`config.mk`:
```
export PLATFORM = sky130hd
export DESIGN_NAME = seg_display_ctrl
export DESIGN_NICKNAME = d
export VERILOG_FILES = /design/src/rtl/seg_display_ctrl.sv
export SDC_FILE = /design/constraint.sdc
export NUM_CORES = 1
export LEC_CHECK = 0
export ABC_AREA = 1
export BUFFER_PORTS_ARGS = -buffer_cell sky130_fd_sc_hd__buf_2
export CORE_ASPECT_RATIO = 1.1
export CORE_MARGIN = 5
export CORE_UTILIZATION = 60
export CTS_CLUSTER_SIZE = 16
export DETAILED_ROUTE_END_ITERATION = 12
export GPL_ROUTABILITY_DRIVEN = 0
export GPL_TIMING_DRIVEN = 1
export HOLD_SLACK_MARGIN = 0.12
export PLACE_DENSITY_LB_ADDON = 0.08
export SYNTH_ARGS = -nofsm -noshare
export SYNTH_HDL_FRONTEND = slang
export SYNTH_SLANG_ARGS = --single-unit
```
`constraint.sdc`:
```
create_clock -name clk -period 1.65 [get_ports clk]
set_input_delay 0 -clock clk [delete_from_list [all_inputs] [get_ports clk]]
set_output_delay 0 -clock clk [all_outputs]
set_load 0.02 [all_outputs]
```
`src/rtl/seg_display_ctrl.sv`:
```
// 5-digit seven-segment controller: iterative double-dabble BCD, active-low segs.
// Define SEG_LEADING_ZERO_BLANK_EN to blank leading zero digits.
module seg_display_ctrl #(
    parameter int DATA_W = 32,
    parameter int DIGITS = 5,
    parameter int BCD_W  = 40
) (
    input  logic                clk,
    input  logic                reset,
    input  logic                wr_en,
    input  logic [DATA_W-1:0]   wr_data,
    output logic                busy,
    output logic                overflow,
    output logic [7*DIGITS-1:0] segs
);

    localparam int CNT_W = $clog2(DATA_W);
    localparam int NIBS  = BCD_W / 4;

    typedef enum logic [1:0] {
        IDLE,
        SHIFT,
        LOAD
    } state_t;

    state_t state;
    state_t state_nxt;

    logic [CNT_W-1:0]    cnt;
    logic [DATA_W-1:0]   sr;
    logic [DATA_W-1:0]   sr_sh;
    logic [DATA_W-1:0]   pend_data;
    logic                pend_v;
    logic [BCD_W-1:0]    bcd;
    logic [BCD_W-1:0]    bcd_adj;
    logic [BCD_W-1:0]    bcd_sh;
    logic [DIGITS-1:0]   dig_on;
    logic [7*DIGITS-1:0] segs_nxt;
    logic                last_shift;

    function automatic logic [6:0] decode(input logic [3:0] n);
        logic [6:0] p;
        case (n)
            4'd0:    p = 7'b1000000;
            4'd1:    p = 7'b1111001;
            4'd2:    p = 7'b0100100;
            4'd3:    p = 7'b0110000;
            4'd4:    p = 7'b0011001;
            4'd5:    p = 7'b0010010;
            4'd6:    p = 7'b0000010;
            4'd7:    p = 7'b1111000;
            4'd8:    p = 7'b0000000;
            4'd9:    p = 7'b0010000;
            default: p = 7'b1111111;
        endcase
        return p;
    endfunction

    assign busy       = (state != IDLE);
    assign last_shift = (cnt == CNT_W'(DATA_W - 1));

    always_ff @(posedge clk) begin
        if (reset) begin
            state <= IDLE;
        end else begin
            state <= state_nxt;
        end
    end

    always_comb begin
        state_nxt = state;
        case (state)
            IDLE: begin
                if (wr_en || pend_v) begin
                    state_nxt = SHIFT;
                end
            end
            SHIFT: begin
                if (last_shift) begin
                    state_nxt = LOAD;
                end
            end
            LOAD:    state_nxt = IDLE;
            default: state_nxt = IDLE;
        endcase
    end

    // Add-3 correction on every nibble, then one combined left shift.
    always_comb begin
        bcd_adj = bcd;
        for (int i = 0; i < NIBS; i++) begin
            if (bcd[4*i +: 4] >= 4'd5) begin
                bcd_adj[4*i +: 4] = bcd[4*i +: 4] + 4'd3;
            end
        end
    end

    assign {bcd_sh, sr_sh} = {bcd_adj, sr} << 1;

    always_comb begin
        dig_on = '1;
`ifdef SEG_LEADING_ZERO_BLANK_EN
        begin
            logic seen;
            seen = 1'b0;
            for (int i = DIGITS - 1; i >= 1; i--) begin
                if (bcd[4*i +: 4] != 4'd0) begin
                    seen = 1'b1;
                end
                dig_on[i] = seen;
            end
        end
`endif
    end

    always_comb begin
        segs_nxt = '1;
        for (int i = 0; i < DIGITS; i++) begin
            if (dig_on[i]) begin
                segs_nxt[7*i +: 7] = decode(bcd[4*i +: 4]);
            end
        end
    end

    always_ff @(posedge clk) begin
        if (reset) begin
            cnt       <= '0;
            sr        <= '0;
            bcd       <= '0;
            pend_v    <= 1'b0;
            pend_data <= '0;
            segs      <= '1;
            overflow  <= 1'b0;
        end else begin
            // Writes arriving mid-conversion park in the pending slot.
            if (wr_en && state != IDLE) begin
                pend_v    <= 1'b1;
                pend_data <= wr_data;
            end
            case (state)
                IDLE: begin
                    if (wr_en) begin
                        sr     <= wr_data;
                        bcd    <= '0;
                        cnt    <= '0;
                        pend_v <= 1'b0;
                    end else if (pend_v) begin
                        sr     <= pend_data;
                        bcd    <= '0;
                        cnt    <= '0;
                        pend_v <= 1'b0;
                    end
                end
                SHIFT: begin
                    bcd <= bcd_sh;
                    sr  <= sr_sh;
                    cnt <= cnt + 1'b1;
                end
                LOAD: begin
                    segs     <= segs_nxt;
                    overflow <= |bcd[BCD_W-1:4*DIGITS];
                end
                default: ;
            endcase
        end
    end

endmodule

```
==> out/metrics.cfg, run 1 <==
[layout]
final_cell_mix = nand2_1 (465), dfxtp_1 (147), inv_1 (105)
n_antenna_cell = 0
fin_nets = 1336
layout_commonest_cell = nand2_1
synthToLayoutAreaGrowth_pct = 18.3
drive_gt1_share_pct = 11.0
final_util_pct = 72.2

[timing]
min_period_ps = 1520
setup_violations = 0
slew_viol_final = 0
rsz0062_at_grt = no
final_hold_viol_count = 0
worst_pin_slew_ps = 549
slew-limit-headroom_pct = 63.4
fin_crit_sh_pct = 92.2
fmax_ghz = 0.657
fin_tns_setup_ps = 0
setup_slack_ps = 128
clock_skew_ps = 4.47

[pwr]
ir_drop_uv = 781
power_density_mw_per_mm2 = 873
p_total_mw = 7.94
leakagePower_nw = 4.51

[synth]
syn-num-nets = 1236
synth_cell_types = 30
synthCells = 1159
synth_area_mm2 = 0.00768
muxShareOfSynthArea_pct = 0
synth-seq-cells = 148
synth_xor_area_share_pct = 0
yosysSeqAreaShare_pct = 38.6
postSynthAreaPerCell_um2 = 6.63
synth-compound-area-share_pct = 10.5
synth-simple-area-share_pct = 35.2
yosys.area_share.adder_pct = 6.84
synth_top_family_by_area = simple AND/OR/NAND/NOR gates
yosysWarnings = 0

[clocking]
cts_inserted_buffers = 17
cts_tree = done
clock_path_buffers = 2
h-tree-depth = 4
clkTransAtPathRegs_ps = 60
cts_num_sinks = 148
post_cts_buffers = 0
clk_latency_ps = 420
cts-root-buf = clkbuf_16

[worst_setup_path]
startpoint = wr_en
end_kind = register
timing.rr.start = state[1]
crit_arrival_ps = 1810
criticalPathCategory = in -> reg
path_max_fanout = 63
critical_path.top_delay_family = buffers and inverters
cp_cell_sequence = dlygate4sd3_1 -> buf_2 -> buf_4 -> nand2_1 -> buf_12 -> o21ai_0 -> a21oi_1
path_depth = 7
crit_slowest_cell = dlygate4sd3_1
r2r_cells = 7
startpoint_type = primary input
max_stage_delay_ps = 520
path_buf_inv = 4
required_ps = 1940

[worst_hold_path]
worstHoldStart = wr_data[3]
hold_depth = 4
hp-class = in -> reg

[route]
vias = 7369
first_pass_iters = 4
drcViolationCount = 0
antenna_left = 0
finalWirelength_um = 17400
wl_per_cell_um = 12.2
drt-initial-drc-count = 369
viasPerCell = 5.17

[place]
dpl.hpwl_um = 10800
io_buffers = 71
dp_slack_ps = 24.7

[global_route]
grt_pass1_vias = 6966
grt-ovfl-total = 0
grt_usage_pct = 23.5
grt_pass1_wl_um = 30300
antenna_found_initial = 0
grt_max_degree = 72

[floorplanning]
die_w_um = 118
num_io_pins = 72
core_region_area_mm2 = 0.0126
start_util_pct = 61.0
die_area_mm2 = 0.0152
rows = 43
die_y_um = 129

[status]
status = finished clean

[job]
maxCapViolCount = 0

## power breakdown
group | total (mW) | switching, mW | internal (mW)
registers | 3.74 | 0.0506 | 3.69
clock network | 3.52 | 1.36 | 2.16
logic | 0.672 | 0.415 | 0.256
## Yosys cell counts
library cell	n	area (um^2)
a21oi_1	39	195
and3_1	1	6.26
buf_1	3	11.3
buf_2	19	95.1
buf_4	3	22.5
buf_6	6	67.6
clkbuf_1	16	60.1
clkbuf_2	1	5.00
clkinv_1	2	7.51
dfxtp_1	148	2960
ha_1	42	526
inv_1	106	398
inv_2	5	18.8
nand2_1	465	1750
nand2_2	4	25.0
nand2_4	1	11.3
nand3_1	93	465
nand3b_1	5	37.5
nand4_1	21	131
nor2_1	48	180
nor2_2	1	6.26
nor2_8	1	20.0
nor3_1	1	5.00
o211ai_1	6	45.0
o21ai_0	98	490
o21ai_1	12	60.1
o21ai_4	1	16.3
or2_0	6	37.5
or2_1	1	6.26
or2_2	4	25.0
## cells by family after synthesis
group,after synthesis
AND/OR/NAND/NOR,652
buffers and inverters,161
AO/OA/AOI/OAI,156
flip-flops,148
adder cells (fa/ha/maj),42
## worst register-to-register path, stage by stage (launching register included)
cell	delay, ps
dfxtp_1	330
inv_1	140
nand2_2	80
buf_4	200
nor2_2	120
buf_4	320
o211ai_1	160
o21ai_1	100
## per-stage QoR
| step | instances | instance area [um^2] | hold slack, ps |
|---|---|---|---|
| 3_3_place_gp | 1361 | 8190 | 291 |
| 5_1_grt | 1426 | 9090 | 433 |
| 3_5_place_dp | 1361 | 8190 | 295 |
| 6_report | 1426 | 9090 | 419 |
| 2_1_floorplan | 1159 | 7680 | 167 |
| 4_1_cts | 1425 | 9080 | 398 |
## final timing paths
path	end	slack [ps]
worst min-delay path	pend_data[3]	420
worst min register to register	pend_data[31]	450
worst max register to register	bcd[27]	140
worst max-delay path	pend_data[9]	130
## layout make-up
| class | instances | area (um^2) |
|---|---|---|
| multi-input cells | 852 | 4060 |
| inverters | 113 | 424 |
| clock buffers | 24 | 482 |
| repair buffers | 127 | 911 |
| well taps | 157 | 196 |
| fillers | 1083 | 3500 |
| clock inverters | 5 | 52.6 |
| flip-flops and latches | 148 | 2960 |
## state kept, by name (all words and copies together) (netlist names)
name       cells
bcd           40
segs          35
pend_data     32
sr            32
cnt            5
state          2
overflow       1
pend_v         1
## metal layers
metal / up-vias / GRT usage (%) / wire length (um) / part of all wire, %
li1: 3882 / - / - / -
met1: 3312 / 28.1 / 7900 / 45
met2: 150 / 41.6 / 8390 / 48
met3: 25 / 5.10 / 755 / 4.3
met4: 0 / 8.50 / 311 / 1.8
met5: - / 0 / 0 / 0
## what timing repair did
action                                  CTS  global route
endpoints found under the hold margin    70             0
resized for setup                         1             1
endpoints found under the setup margin    2            30
hold buffers                             34             0
cloned                                    1             1
No activity file was read; power rests on OpenSTA's default activity.
==> inputs of run 2 (changes only) <==
BUFFER_PORTS_ARGS = -buffer_cell sky130_fd_sc_hd__buf_4   (was -buffer_cell sky130_fd_sc_hd__buf_2)
CORE_UTILIZATION = 27   (was 60)
==> run 2 against run 1 <==
  * Clock power rose by 21%
  * Worst hold slack got worse by 16 ps
  * Non-clock buffer count rose by 11
  * Flip-flop and latch count did not move
==> out/metrics.cfg, run 2 (synthesis gave the netlist of run 1 again) <==
[status]
status = finished clean

[layout]
fin_nets = 1348
regMostFlops = bcd
synthToLayoutAreaGrowth_pct = 27.2
largest_reg_flops = 40
reg_top3 = bcd (40), segs (35)
fillCellCount = 3114
final_cell_mix = nand2_1 (464), dfxtp_1 (148), inv_1 (105)
drive_gt1_share_pct = 12.3
fin_cells = 1647
regArea_mm2 = 0.00296
multiInputGateArea_mm2 = 0.00407
n_antenna_cell = 0
layout_commonest_cell = nand2_1

[timing]
clock_skew_ps = 8.25
fmax_ghz = 0.677
fin_crit_sh_pct = 89.6
worst_pin_slew_ps = 551
min_period_ps = 1480
setup_slack_ps = 172
rsz0062_at_grt = no
slew_viol_final = 0
slew-limit-headroom_pct = 63.3
setup_violations = 0
final_hold_viol_count = 0

[worst_setup_path]
r2r_slack_ps = 170
criticalPathCategory = reg -> reg
r2r_end = bcd[12]
critical_path.top_delay_family = buffers and inverters
startpoint_type = register
path_buf_inv = 2
startpoint = state[0]
path_depth = 6
crit_end = bcd[12]
max_stage_delay_ps = 440
path_max_fanout = 42
r2r_cells = 6
timing.rr.start = state[0]
cp_cell_sequence = nand2_2 -> buf_4 -> nor2_2 -> buf_12 -> nand3_1 -> o21ai_0
crit_arrival_ps = 1830
end_kind = register
crit_slowest_cell = dfxtp_1
required_ps = 2000

[global_route]
grt_pass1_wl_um = 34600
grt-ovfl-total = 0
antenna_found_initial = 0
grt_max_degree = 79
grt_pass1_vias = 6941
grt_usage_pct = 13.0

[floorplanning]
die_area_mm2 = 0.0319
die_w_um = 171
start_util_pct = 27.5
num_io_pins = 72
die_y_um = 187
core_region_area_mm2 = 0.0279
rows = 64

[route]
wl_per_cell_um = 12.5
viasPerCell = 4.42
finalWirelength_um = 20600
drcViolationCount = 0
vias = 7278
antenna_left = 0
drt-initial-drc-count = 364
first_pass_iters = 5

[pwr]
power_density_mw_per_mm2 = 895
ir_drop_uv = 588
leakagePower_nw = 4.73

[clocking]
cts_num_sinks = 148
h-tree-depth = 4
clock_path_buffers = 2
cts_inserted_buffers = 17
clkTransAtPathRegs_ps = 70
cts-root-buf = clkbuf_16
clk_latency_ps = 420
cts_tree = done

[place]
dp_slack_ps = -80.7
dpl.hpwl_um = 13100
dp_cells = 1573
io_buffers = 71

[job]
maxCapViolCount = 0

[worst_hold_path]
hp-class = in -> reg

==> run 2: what timing repair did <==
action	CTS	global route
pin swaps	0	1
endpoints found under the hold margin	70	0
gates cloned	2	1
hold buffers	34	0
gates resized for setup	1	0
setup endpoints to repair	60	35
setup buffers	0	5
==> run 2: layout make-up <==
| class | count | share of cell area, % |
|---|---|---|
| Tap cell | 363 | 4.65 |
| Timing Repair Buffer | 138 | 12.5 |
| Clock buffer | 18 | 4.49 |
| Sequential cell | 148 | 30.3 |
| Multi-Input combinational cell | 853 | 41.7 |
| Inverter | 113 | 4.34 |
| Clock inverter | 14 | 2.04 |
==> run 2: how the worst min path moves through the flow <==
stage	to	cells past startpoint	start
after floorplan	pend_data[0]	2	wr_data[0]
after global placement	pend_data[8]	3	wr_data[8]
after detailed placement	pend_data[11]	3	wr_data[11]
after CTS	pend_data[11]	4	wr_data[11]
after global routing	pend_data[31]	4	wr_data[31]
final	pend_data[5]	4	wr_data[5]
==> run 2: worst min-delay path, delay by kind of cell <==
| family | cells | cell delay [ps] |
|---|---|---|
| buffers and inverters | 2 | 620 |
| AOI/OAI and AO/OA | 2 | 170 |
==> run 2: report_power, final <==
part           leakage (nW)  internal (mW)  switching [mW]
Clock                 0.312           2.59            1.66
Combinational          3.22          0.309           0.446
Sequential             1.20           3.69          0.0461
Total                  4.73           6.59            2.15
==> run 2: per-layer routing <==
layer  vias up  share of wire [%]  track usage (%)  wire length (um)
met2        85                 46             21.9              9530
met1      3278                 49             17.3             10200
met3         9                3.5             2.37               712
met5         -                  0                0                 0
li1       3906                  -                -                 -
met4         0               0.89             3.23               183
==> run 2: stage by stage <==
stage                     util, %  hold WS (ps)  TNS (ps)  area, um^2  total power [mW]
after CTS                    34.7           375         0        9690              8.89
after global placement       31.1           288      -259        8680              4.46
after detailed placement     31.1           295     -3510        8680              4.47
final                        35.0           403         0        9770              8.74
after floorplan                 -           167         0        7680              4.23
after global routing         35.0           406         0        9770              9.15
